**src/rtl/regfile_wb_arbiter.sv**
```systemverilog
// regfile_wb_arbiter: round-robin register-file writeback arbiter with registered write stage and pending-write scoreboard
module regfile_wb_arbiter #(
  parameter int WIDTH = 16,
  parameter int NUMREGS = 8,
  parameter int NUMREQ = 3,
  localparam int AW = $clog2(NUMREGS),
  localparam int PW = (NUMREQ > 1) ? $clog2(NUMREQ) : 1
) (
  input  logic                             i_clk,
  input  logic                             i_reset,
  input  logic [NUMREQ-1:0]                i_req,
  input  logic [NUMREQ-1:0][AW-1:0]        i_req_addr,
  input  logic [NUMREQ-1:0][WIDTH-1:0]     i_req_data,
  output logic [NUMREQ-1:0]                o_gnt,
  output logic                             o_write,
  output logic [AW-1:0]                    o_addrw,
  output logic [WIDTH-1:0]                 o_data,
  input  logic                             i_claim,
  input  logic [AW-1:0]                    i_claim_addr,
  input  logic [AW-1:0]                    i_chk_addrx,
  input  logic [AW-1:0]                    i_chk_addry,
  output logic                             o_hazard,
  output logic [NUMREGS-1:0]               o_busy,
  output logic                             o_err
);
  logic [PW-1:0] ptr, gidx, idx;
  logic found;
  logic [NUMREGS-1:0][1:0] cnt, cnt_nxt;
  logic [NUMREGS-1:0] inc, dec;
  logic err_set;
  always_comb begin
    o_gnt = '0;
    gidx = ptr;
    idx = ptr;
    found = 1'b0;
    for (int k = 1; k <= NUMREQ; k++) begin
      idx = PW'((int'(ptr) + k) % NUMREQ);
      if (!found && i_req[idx]) begin
        found = 1'b1;
        gidx = idx;
        o_gnt[idx] = 1'b1;
      end
    end
  end
  always_comb begin
    err_set = 1'b0;
    cnt_nxt = cnt;
    inc = '0;
    dec = '0;
    for (int r = 0; r < NUMREGS; r++) begin
      inc[r] = i_claim && (i_claim_addr == AW'(r));
      dec[r] = o_write && (o_addrw == AW'(r));
      o_busy[r] = |cnt[r];
      if (inc[r] && !dec[r]) begin
        if (cnt[r] == 2'd3) err_set = 1'b1;
        else cnt_nxt[r] = cnt[r] + 2'd1;
      end
      if (dec[r] && !inc[r]) begin
        if (cnt[r] == 2'd0) err_set = 1'b1;
        else cnt_nxt[r] = cnt[r] - 2'd1;
      end
    end
    o_hazard = o_busy[i_chk_addrx] | o_busy[i_chk_addry];
  end
  always_ff @(posedge i_clk) begin
    if (i_reset) begin
      o_write <= 1'b0;
      o_addrw <= '0;
      o_data <= '0;
      o_err <= 1'b0;
      ptr <= PW'(NUMREQ - 1);
      cnt <= '0;
    end else begin
      o_write <= found;
      if (found) begin
        o_addrw <= i_req_addr[gidx];
        o_data <= i_req_data[gidx];
        ptr <= gidx;
      end
      o_err <= o_err | err_set;
      cnt <= cnt_nxt;
    end
  end
endmodule

```
**config.mk**
```make
export PLATFORM = sky130hd
export DESIGN_NAME = regfile_wb_arbiter
export DESIGN_NICKNAME = d
export VERILOG_FILES = /design/src/rtl/regfile_wb_arbiter.sv
export SDC_FILE = /design/constraint.sdc
export NUM_CORES = 1
export LEC_CHECK = 0
export BUFFER_PORTS_ARGS = -buffer_cell sky130_fd_sc_hd__buf_2
export CAP_MARGIN = 20
export CORE_UTILIZATION = 40
export DETAILED_ROUTE_END_ITERATION = 16
export PLACE_DENSITY = 0.67
export SLEW_MARGIN = 5
export SYNTH_ARGS = -nofsm -noshare
export SYNTH_HDL_FRONTEND = slang
export SYNTH_SLANG_ARGS = --single-unit
```
**constraint.sdc**
```tcl
create_clock -name i_clk -period 2.33 [get_ports i_clk]
set_input_delay 0.233 -clock i_clk [delete_from_list [all_inputs] [get_ports i_clk]]
set_output_delay 0.233 -clock i_clk [all_outputs]
set_load 0.01 [all_outputs]
```
---- Word-level counts from Yosys, hierarchy flattened ----
Cells that the tools add are included.
word-level totals
  register bits ........................... 39
  latch bits .............................. 0
  RAM bits ................................ 0
  memory bits (read-only) ................. 0
  bits of input ports ..................... 72
  logic and storage cells ................. 236
  memories kept ........................... 0
cells by class
  $add $sub $neg .......................... 19
  multiply operators ...................... 0
  divide/modulo/power cells ............... 3
  magnitude comparators ................... 9
  equality and inequality tests ........... 22
  shift-type cells ........................ 0
  mux-type cells .......................... 93
  bitwise gates (word level) .............. 4
  reductions and logical operators ........ 73
operators by type and width
  kind                                                                count
  remainder unit 32 x 3 -> 32 bit (second input constant)             3
  two-way mux 2 bit                                                   35
  two-way mux 1 bit                                                   43
  logical AND 1 bit                                                   37
  binary-select mux 16 bit (select 2 bit)                             1
  equality test 3 bit (second input constant)                         8
  logical NOT 1 bit                                                   18
  adder 2 x 1 -> 2 bit (second input constant)                        8
  equality test 2 bit (second input constant)                         8
  logical NOT 2 bit                                                   8
  two-way mux 16 bit                                                  1
  OR reduction 2 bit                                                  8
  subtractor 2 x 1 -> 2 bit (second input constant)                   8
  equality test 3 x 2 -> 1 bit (second input constant)                4
  less-than comparator 2 x 3 -> 1 bit (second input constant)         4
  two-way mux 3 bit                                                   4
  less-than comparator 3 x 4 -> 1 bit (second input constant)         2
  adder 2 x 2 -> 3 bit (second input constant)                        2
  binary-select mux 1 bit (select 2 bit)                              3
  binary-select mux 1 bit (select 3 bit)                              2
  binary-select mux 3 bit (select 2 bit)                              1
  demux 1 bit (select 2 bit)                                          3
  equality test 3 x 1 -> 1 bit (second input constant)                2
  greater-or-equal comparator 2 x 1 -> 1 bit (second input constant)  3
  other kinds (4)                                                     7

---- Longest topological paths before layout ----
Gate-level depths: netlist of the first run.
  depth in word-level cells ............... 36
  depth in mapped cells ................... 11
  mapped depth without buffers ............ 9

---- Least setup slack after synthesis of the first run ----
Ideal clock, no wire load.
  kind .................................... register to register
  start point ............................. register ptr[0]
  end point ............................... register o_data[11]
  library setup time ...................... 0.123 ns
  arrival ................................. 2.102 ns
  required time ........................... 2.207 ns
  setup slack ............................. 0.105 ns
  cell stages (with the launch flop) ...... 11
  buffers on the path ..................... 3
  clock period less this slack ............ 2.225 ns
  cells stage by stage .................... dfxtp_1 -> inv_1 -> ha_1 -> buf_2 -> buf_2 -> and2_1 -> a221oi_4 -> buf_6 -> nor3_1 -> a41oi_1 -> o21ai_1
on the way
  cells in the longest elaborated chain, start to end .. 13
  elaborated cells between the ends (all ways) .. 24
RTL lines
  item                                      RTL line  text
  start: declaration                        26        logic [PW-1:0] ptr, gidx, idx;
  start signal: assignment                  71        ptr <= PW'(NUMREQ - 1);
  start signal: assignment                  78        ptr <= gidx;
  adder 2 x 1 -> 3 bit                      37        idx = PW'((int'(ptr) + k) % NUMREQ);
  remainder unit 32 x 3 -> 32 bit           37
  binary-select mux 1 bit (select 2 bit)    38        if (!found && i_req[idx]) begin
  two-way mux 1 bit (not written as such)   38
  two-way mux 1 bit                         38
  logical NOT 1 bit                         38
  logical AND 1 bit                         38
  two-way mux 1 bit                         38
  logical NOT 1 bit                         38
  logical AND 1 bit                         38
  two-way mux 2 bit                         38
  binary-select mux 16 bit (select 2 bit)   77        o_data <= i_req_data[gidx];
  two-way mux 16 bit (not written as such)  77
  end signal: assignment                    77
  end: declaration                          17        output logic [WIDTH-1:0] o_data,
Several ways; a longest one is shown, not always the timed one. The select of a mux whose other input is x is not followed.
A chain may end at the register's enable or synchronous reset.

---- Final worst setup path of the first run ----
  start point ............................. register ptr[1]
  end point ............................... register o_addrw[2]
on the way
  cells in the longest elaborated chain, start to end .. 13
  elaborated cells between the ends (all ways) .. 24
RTL lines
  item                                     RTL line  text
  adder 2 x 1 -> 3 bit                     37
  remainder unit 32 x 3 -> 32 bit          37
  binary-select mux 1 bit (select 2 bit)   38
  two-way mux 1 bit (not written as such)  38
  two-way mux 1 bit                        38
  logical NOT 1 bit                        38
  logical AND 1 bit                        38
  two-way mux 1 bit                        38
  logical NOT 1 bit                        38
  logical AND 1 bit                        38
  two-way mux 2 bit                        38
  binary-select mux 3 bit (select 2 bit)   76        o_addrw <= i_req_addr[gidx];
  two-way mux 3 bit (not written as such)  76
  end signal: assignment                   76
  end: declaration                         16        output logic [AW-1:0] o_addrw,
Several ways; a longest one is shown, not always the timed one. The select of a mux whose other input is x is not followed.

==> results.md, run 1 <==
- CTS Root Cell: clkbuf_8
- Netlist Area Pre-Place: 3410 µm²
- Reg power frac: 18.8%
- First-pass GRT wire length: 15800 µm
- GRT Resource Usage Total: 22.5%
- Total power: 0.00499 W
- Vias: 3623
- Vert. Die Dim: 94.3 µm
- CTS Buffer Depth: 2
- Commonest non-fill, non-tap cell in the layout: buf_2
- DRT Pass-1 Iters: 4
- Comb power frac: 71.7%
- Nets: 664
- Setup violators final: 0
- Final worst path period share: 98.8%
- Top delay family on crit path: buffers and inverters
- Run status: completed
- Rel. slew slack: 76.1%
- Sw Share: 43.5%
- Slowest CP cell: dfxtp_2
- CP Capture Type: flip-flop
- Max Fclk: 435 MHz
- Clk sink count: 39
- H-tree Lvls: 2
- Max cap viols: 0
- Iter 0 DRT Violations: 121
- Synth top area cells: dfxtp_1 23%, mux2i_1 8.2%, ha_1 7.3%
- CTS tree: done
- Number of synthesized flops with an enable pin: 0
- Yosys top cell by area: dfxtp_1
- Peak supply drop: 0.843 mV
- Int Pwr: 0.00282 W
- Fillers: 734
- Clk slew on worst S/H paths: 90 ps
- DR WL/cell: 14.2 µm
- Dpl hpwl: 7120 µm
- Antenna cells: 0
- CTS buffer count: 5
- RSZ-0062 raised after global routing: yes
- Final Instance Count excl. Fillers: 678
- Buffers & Inverters on Critical Path: 5
- Die width: 94.3 µm
- PwrDens: 1090 nW/µm²
- Static Leak: 2.09 nW
- Via count of the first global-routing pass: 3424
- CP Launch Type: flip-flop
- Largest net degree at the start of global routing: 51
- CP peak stage delay: 360 ps
- Ys Warns: 0
- Count of state elements after synthesis: 39
- DRT antenna net count: 0
- Syn_area_per_cell: 7.71 µm²
- Clock power share: 9.6%
- CP Class: reg2reg
- Hold-fix buffers at CTS: 0
- Cell count after synthesis: 442
- Clock skew: 12.6 ps
- Worst path cell trace: buf_6 > inv_4 > ha_4 > buf_6 > and4bb_2 > a31oi_4 > o21ai_4 > buf_12 > o2bb2ai_4 > buf_12 > mux2i_2 > o21ai_1
- Layout cell share with drive strength beyond 1: 35.4%
- Final Hold Viols: 0
- Syn nets: 534
- Fin. max-slew vios: 0
- # DRC: 0
- Dominant synthesized flop cell: dfxtp_1
- Worst-path maximum fanout: 6
- Psw: 0.00217 W
- Hold crit path type: in2reg
- Placed Cells: 661
- Syn-to-layout area delta: 34.9%
- Yosys top cell area share: 22.9%
- Req. time, crit path: 2520 ps
- Core area: 8220 µm²
- Initial antenna violation count: 0
- Ys async rst share: 0%
- Die area: 8890 µm²
- Post-synth cell types: 50
- Starting Density: 41.4%
- Post-layout min period: 2300 ps
- Clk_lat worst skew: 300 ps
- I/O pin cnt: 105
- Routed WL: 9620 µm
- Most frequent cells in the layout: 104 x buf_2, 61 x nand2_1, 42 x inv_1, 37 x dfxtp_1, 27 x nor2_1
- Register area share after synthesis: 22.9%
- Via/cell ratio: 5.34
- Placer Congestion: 0.835
- Slew at the pin with the worst max-slew slack: 358 ps
- Input/output buffers: 104
- Arr. time, crit path: 2490 ps
- Final TNS setup: 0 ps
- Total global routing overflow: 0
- # rows: 33
==> Yosys cell counts (2+ instances only) <==
cell      number
inv_1         44
nor2_1        27
nor2b_1        9
o21ai_0       15
o21ai_1       19
nor3b_1        2
nand2_1       61
a21oi_1       22
buf_4          2
nand3_1        8
o211ai_1       2
and4bb_2       2
a22oi_1        3
clkbuf_1       4
and3_1         5
mux4_2         4
xor2_1         8
ha_1          20
mux2i_1       28
a41oi_1       16
a21oi_2       15
a221o_1        2
buf_1          3
a31oi_1        3
buf_2          7
nand2b_1      18
a32oi_1        9
nand4_1        3
nor3_1        16
dfxtp_1       39
buf_6          7
==> tightest hold or removal path, stage by stage <==
cell and delay, ps:
buf_2 70, a41oi_1 80, o21ai_1 70
==> logic make-up after synthesis <==
| logic type | Yosys count | synth area share, % |
|---|---|---|
| AND/OR/NAND/NOR | 155 | 21.6 |
| buffers and inverters | 67 | 9.40 |
| multiplexers | 33 | 11.2 |
| adder cells (fa/ha/maj) | 21 | 7.68 |
| XOR/XNOR | 8 | 2.06 |
| AO/OA/AOI/OAI | 119 | 25.1 |
| flip-flops | 39 | 22.9 |
==> repair_timing <==
action / in CTS / in global routing
pin swaps: 3 / 17
endpoints found under the setup margin: 22 / 22
gates cloned: 0 / 1
resized for setup: 19 / 16
hold endpoints to repair: 0 / 0
buffers inserted: 2 / 6
==> path summary, 6_finish.rpt <==
kind                            start                       to  slack (ps)  depth (start not counted)
hold / removal         i_req_data[23]   o_data[7]$_SDFFE_PP0P_         180                          3
hold reg to reg             flip-flop                flip-flop         510                          2
setup / recovery  ptr[1]$_SDFFE_PP1P_  o_addrw[2]$_SDFFE_PP0P_          30                         12
setup reg to reg  ptr[1]$_SDFFE_PP1P_  o_addrw[2]$_SDFFE_PP0P_          30                         12
==> routing by layer <==
| metal | vias up | global-route usage [%] | routed length (µm) |
|---|---|---|---|
| met5 | - | 0 | 0 |
| met4 | 0 | 5.77 | 87 |
| li1 | 1822 | - | - |
| met3 | 8 | 5.10 | 524 |
| met2 | 113 | 40.0 | 4850 |
| met1 | 1680 | 27.0 | 4160 |
==> layout make-up <==
class	instances	area, µm²	share of cell area, %
Clock buffer	5	68.8	1.50
Timing Repair Buffer	146	982	21.4
Multi-Input combinational cell	336	2440	53.1
Tap cell	105	131	2.86
Clock inverter	3	20.0	0.436
Inverter	44	168	3.65
Sequential cell	39	783	17.1
==> per-stage QoR <==
step	utilization (%)	cell area (µm²)	setup WS, ps	hold WS (ps)
6_report	55.9	4590	28.6	182
5_1_grt	55.9	4590	-69.1	191
4_1_cts	54.3	4460	8.99	175
3_5_place_dp	51.7	4240	-438	487
3_3_place_gp	51.7	4240	-297	486
2_1_floorplan	-	3410	105	400
==> power by group through the flow <==
stage / clock (W) / sequential (W) / combinational, W
after global routing: 0.000534 / 0.000961 / 0.00386
after CTS: 0.000493 / 0.000931 / 0.00324
after detailed placement: 0 / 0.000939 / 0.00305
final: 0.000478 / 0.000938 / 0.00358
after global placement: 0 / 0.000940 / 0.00298
after floorplan: 0 / 0.000990 / 0.00186
Note: power is estimated with default switching activity, not from simulation.
==> run 2: changes to the inputs <==
--- a/config.mk
+++ b/config.mk
@@ -5,11 +5,13 @@
 export SDC_FILE = /design/constraint.sdc
 export NUM_CORES = 1
 export LEC_CHECK = 0
+export ABC_AREA = 1
 export BUFFER_PORTS_ARGS = -buffer_cell sky130_fd_sc_hd__buf_2
 export CAP_MARGIN = 20
 export CORE_UTILIZATION = 40
+export CTS_BUF_LIST = sky130_fd_sc_hd__clkbuf_4 sky130_fd_sc_hd__clkbuf_8
 export DETAILED_ROUTE_END_ITERATION = 16
-export PLACE_DENSITY = 0.67
+export PLACE_DENSITY = 0.76
 export SLEW_MARGIN = 5
 export SYNTH_ARGS = -nofsm -noshare
 export SYNTH_HDL_FRONTEND = slang
==> results.md, run 2 <==
- Area of the multi-input gates: 2140 µm² (was 2440 µm²)
- Yosys top cell by area: dfxtp_1 (unchanged)
- DR WL/cell: 11.6 µm (was 14.2 µm)
- Syn nets: 641 (was 534)
- Input/output buffers: 104 (unchanged)
- Nets: 741 (was 664)
- Core area: 8180 µm² (was 8220 µm²)
- Req. time, crit path: 2100 ps (was 2520 ps)
- Antenna cells: 0 (unchanged)
- RSZ-0062 raised after global routing: no (was yes)
- Reg2reg setup slack: 190 ps (was 30 ps)
- Cell count after synthesis: 549 (was 442)
- Max Fclk: 449 MHz (was 435 MHz)
- Fillers: 853 (was 734)
- Number of synthesized flops with an enable pin: 0 (unchanged)
- Commonest non-fill, non-tap cell in the layout: nor2_1 (was buf_2)
- First-pass GRT wire length: 14700 µm (was 15800 µm)
- Final Worst Setup Slack: 102 ps (was 28.6 ps)
- # rows: 33 (unchanged)
- Clk sink count: 39 (unchanged)
- Clock skew: 4.68 ps (was 12.6 ps)
- Largest net degree at the start of global routing: 31 (was 51)
- Via/cell ratio: 5.00 (was 5.34)
- Routed WL: 8770 µm (was 9620 µm)
- Vias: 3776 (was 3623)
- Via count of the first global-routing pass: 3380 (was 3424)
- Fin. max-slew vios: 0 (unchanged)
- Worst path cell trace: inv_1 > ha_1 > inv_2 > nand3_2 > nand2_4 > inv_2 > nand2_2 > o21ai_0 > o22ai_1 > buf_2 (was buf_6 > inv_4 > ha_4 > buf_6 > and4bb_2 > a31oi_4 > o21ai_4 > buf_12 > o2bb2ai_4 > buf_12 > mux2i_2 > o21ai_1)
- CP Capture Type: output port (was flip-flop)
- Hold crit path type: in2reg (unchanged)
- Total global routing overflow: 0 (unchanged)
- Most used cell, CP: inv_2
- Syn-to-layout area delta: 21.0% (was 34.9%)
- Dominant synthesized flop cell: dfxtp_1 (unchanged)
- Clk_lat worst skew: 290 ps (was 300 ps)
- Setup violators final: 0 (unchanged)
- Placer Congestion: 0.867 (was 0.835)
- Layout cell share with drive strength beyond 1: 26.6% (was 35.4%)
- Dpl hpwl: 6980 µm (was 7120 µm)
- Run status: completed (unchanged)
- Vert. Die Dim: 93.8 µm (was 94.3 µm)
- GRT Resource Usage Total: 20.8% (was 22.5%)
- Final Hold Viols: 0 (unchanged)
- Final instance area: 4080 µm² (was 4590 µm²)
- CTS Root Cell: clkbuf_8 (unchanged)
- Yosys top cell area share: 23.1% (was 22.9%)
- DRT Pass-1 Iters: 5 (was 4)
- Syn_area_per_cell: 6.14 µm² (was 7.71 µm²)
- DRT antenna net count: 0 (unchanged)
- Die area: 8800 µm² (was 8890 µm²)
- Synth cell count leaders: 122 x nor2_1, 108 x nand2_1, 83 x inv_1 (was 61 x nand2_1, 44 x inv_1, 39 x dfxtp_1)
- Most frequent cells in the layout: 122 x nor2_1, 107 x nand2_1, 104 x buf_2, 82 x inv_1, 39 x dfxtp_1 (was 104 x buf_2, 61 x nand2_1, 42 x inv_1, 37 x dfxtp_1, 27 x nor2_1)
- Netlist Area Pre-Place: 3370 µm² (was 3410 µm²)
- Ys Warns: 0 (unchanged)
- DP Worst Slack: 68.2 ps (was -438 ps)
- Slowest CP cell: dfxtp_1 (was dfxtp_2)
- CP Class: reg2out (was reg2reg)
- # DRC: 0 (unchanged)
- Synth top area cells: dfxtp_1 23%, nor2_1 14%, nand2_1 12% (was dfxtp_1 23%, mux2i_1 8.2%, ha_1 7.3%)
- Sequential Area: 781 µm² (was 783 µm²)
- Most frequent cell after synthesis: nor2_1 (was nand2_1)
- Iter 0 DRT Violations: 111 (was 121)
- I/O pin cnt: 105 (unchanged)
- Rel. slew slack: 60.0% (was 76.1%)
- Post-layout min period: 2230 ps (was 2300 ps)
- CTS buffer count: 5 (unchanged)
- CTS Buffer Depth: 2 (unchanged)
- CP Launch Type: flip-flop (unchanged)
- CTS tree: done (unchanged)
- Count of state elements after synthesis: 39 (unchanged)
- Static Leak: 2.13 nW (was 2.09 nW)
- Worst-path maximum fanout: 8 (was 6)
- DP Area: 3960 µm² (was 4240 µm²)
- Final TNS setup: 0 ps (unchanged)
- Final worst path period share: 95.6% (was 98.8%)
- Arr. time, crit path: 1990 ps (was 2490 ps)
- Starting Density: 41.3% (was 41.4%)
- Placed Cells: 747 (was 661)
- Peak supply drop: 1.13 mV (was 0.843 mV)
- Register area share after synthesis: 23.1% (was 22.9%)
- WHS: 246 ps (was 182 ps)
- Max cap viols: 0 (unchanged)
- Die width: 93.8 µm (was 94.3 µm)
- PwrDens: 1370 nW/µm² (was 1090 nW/µm²)
- Clk slew on worst S/H paths: 80 ps (was 90 ps)
- H-tree Lvls: 2 (unchanged)
- Final Instance Count excl. Fillers: 755 (was 678)
- Initial antenna violation count: 1 (was 0)
- Slew at the pin with the worst max-slew slack: 599 ps (was 358 ps)
- Post-synth cell types: 33 (was 50)
- CP peak stage delay: 440 ps (was 360 ps)
- Ys async rst share: 0% (unchanged)
-- run 2: changes by cell type after synthesis, sizes merged, moves of 8 or more --
cell    delta
nor2     +103
nand2     +56
inv       +48
nand3     +41
mux2i     -28
a21oi     -20
nand2b    -18
a41oi     -16
nor3      -13
a32oi      -9
buf        -9
nor2b      -9
xor2       -8
-- run 2: kinds of logic after synthesis --
kind of cell	Yosys count	synth area share (%)
buffers and inverters	109	14.1
DFF	39	23.1
adders and majority gates	20	7.42
and+or+nand+nor	304	41.8
AOI/OAI and AO/OA	77	13.5
-- run 2: area by class of cell --
class,instances,area share (%)
sequential,39,19.1
inverter,92,8.71
multi-input combinational,401,52.3
tap,105,3.22
clock buffer,5,1.69
clock inverter,3,0.368
timing repair buffer,110,14.6
-- run 2: report_power, final --
group | switching, W | internal, W
Clock | 0.000251 | 0.000205
Sequential | 0.000116 | 0.000839
Combinational | 0.00263 | 0.00155
Total | 0.00300 | 0.00259
-- run 2: metrics by stage --
stage          utilization (%)  total power [W]
2_1_floorplan                -          0.00426
5_1_grt                   49.9          0.00620
3_3_place_gp              48.5          0.00492
4_1_cts                   49.5          0.00550
3_5_place_dp              48.5          0.00503
6_report                  49.9          0.00559
-- run 2: final timing paths --
| kind | end | cells after the start | from |
|---|---|---|---|
| max | o_gnt[1] | 10 | ptr[1]$_SDFFE_PP1P_ |
| min | o_data[2]$_SDFFE_PP0P_ | 5 | i_req_data[18] |
| max reg2reg | o_addrw[1]$_SDFFE_PP0P_ | 15 | ptr[1]$_SDFFE_PP1P_ |
| min reg2reg | o_data[3]$_SDFFE_PP0P_ | 2 | o_data[3]$_SDFFE_PP0P_ |
-- run 2: timing repair --
item / in CTS / in global routing
endpoints found under the setup margin: 0 / 22
gates resized for setup: 0 / 13
setup buffers: 0 / 0
hold buffers: 0 / 0
-- run 2: worst max-delay path: cells and delay by family (launching register included) --
family / cells / cell delay, ps
buffers and inverters: 4 / 470
DFF: 1 / 440
and+or+nand+nor: 3 / 320
adders and majority gates: 1 / 230
AOI/OAI and AO/OA: 2 / 230
-- run 2: layer usage --
metal | global-route usage (%) | wire (µm) | up-vias
met2 | 37.3 | 4200 | 150
met4 | 5.38 | 125 | 0
met5 | 0 | 0 | -
met1 | 25.0 | 3840 | 1683
li1 | - | - | 1932
met3 | 4.37 | 610 | 11
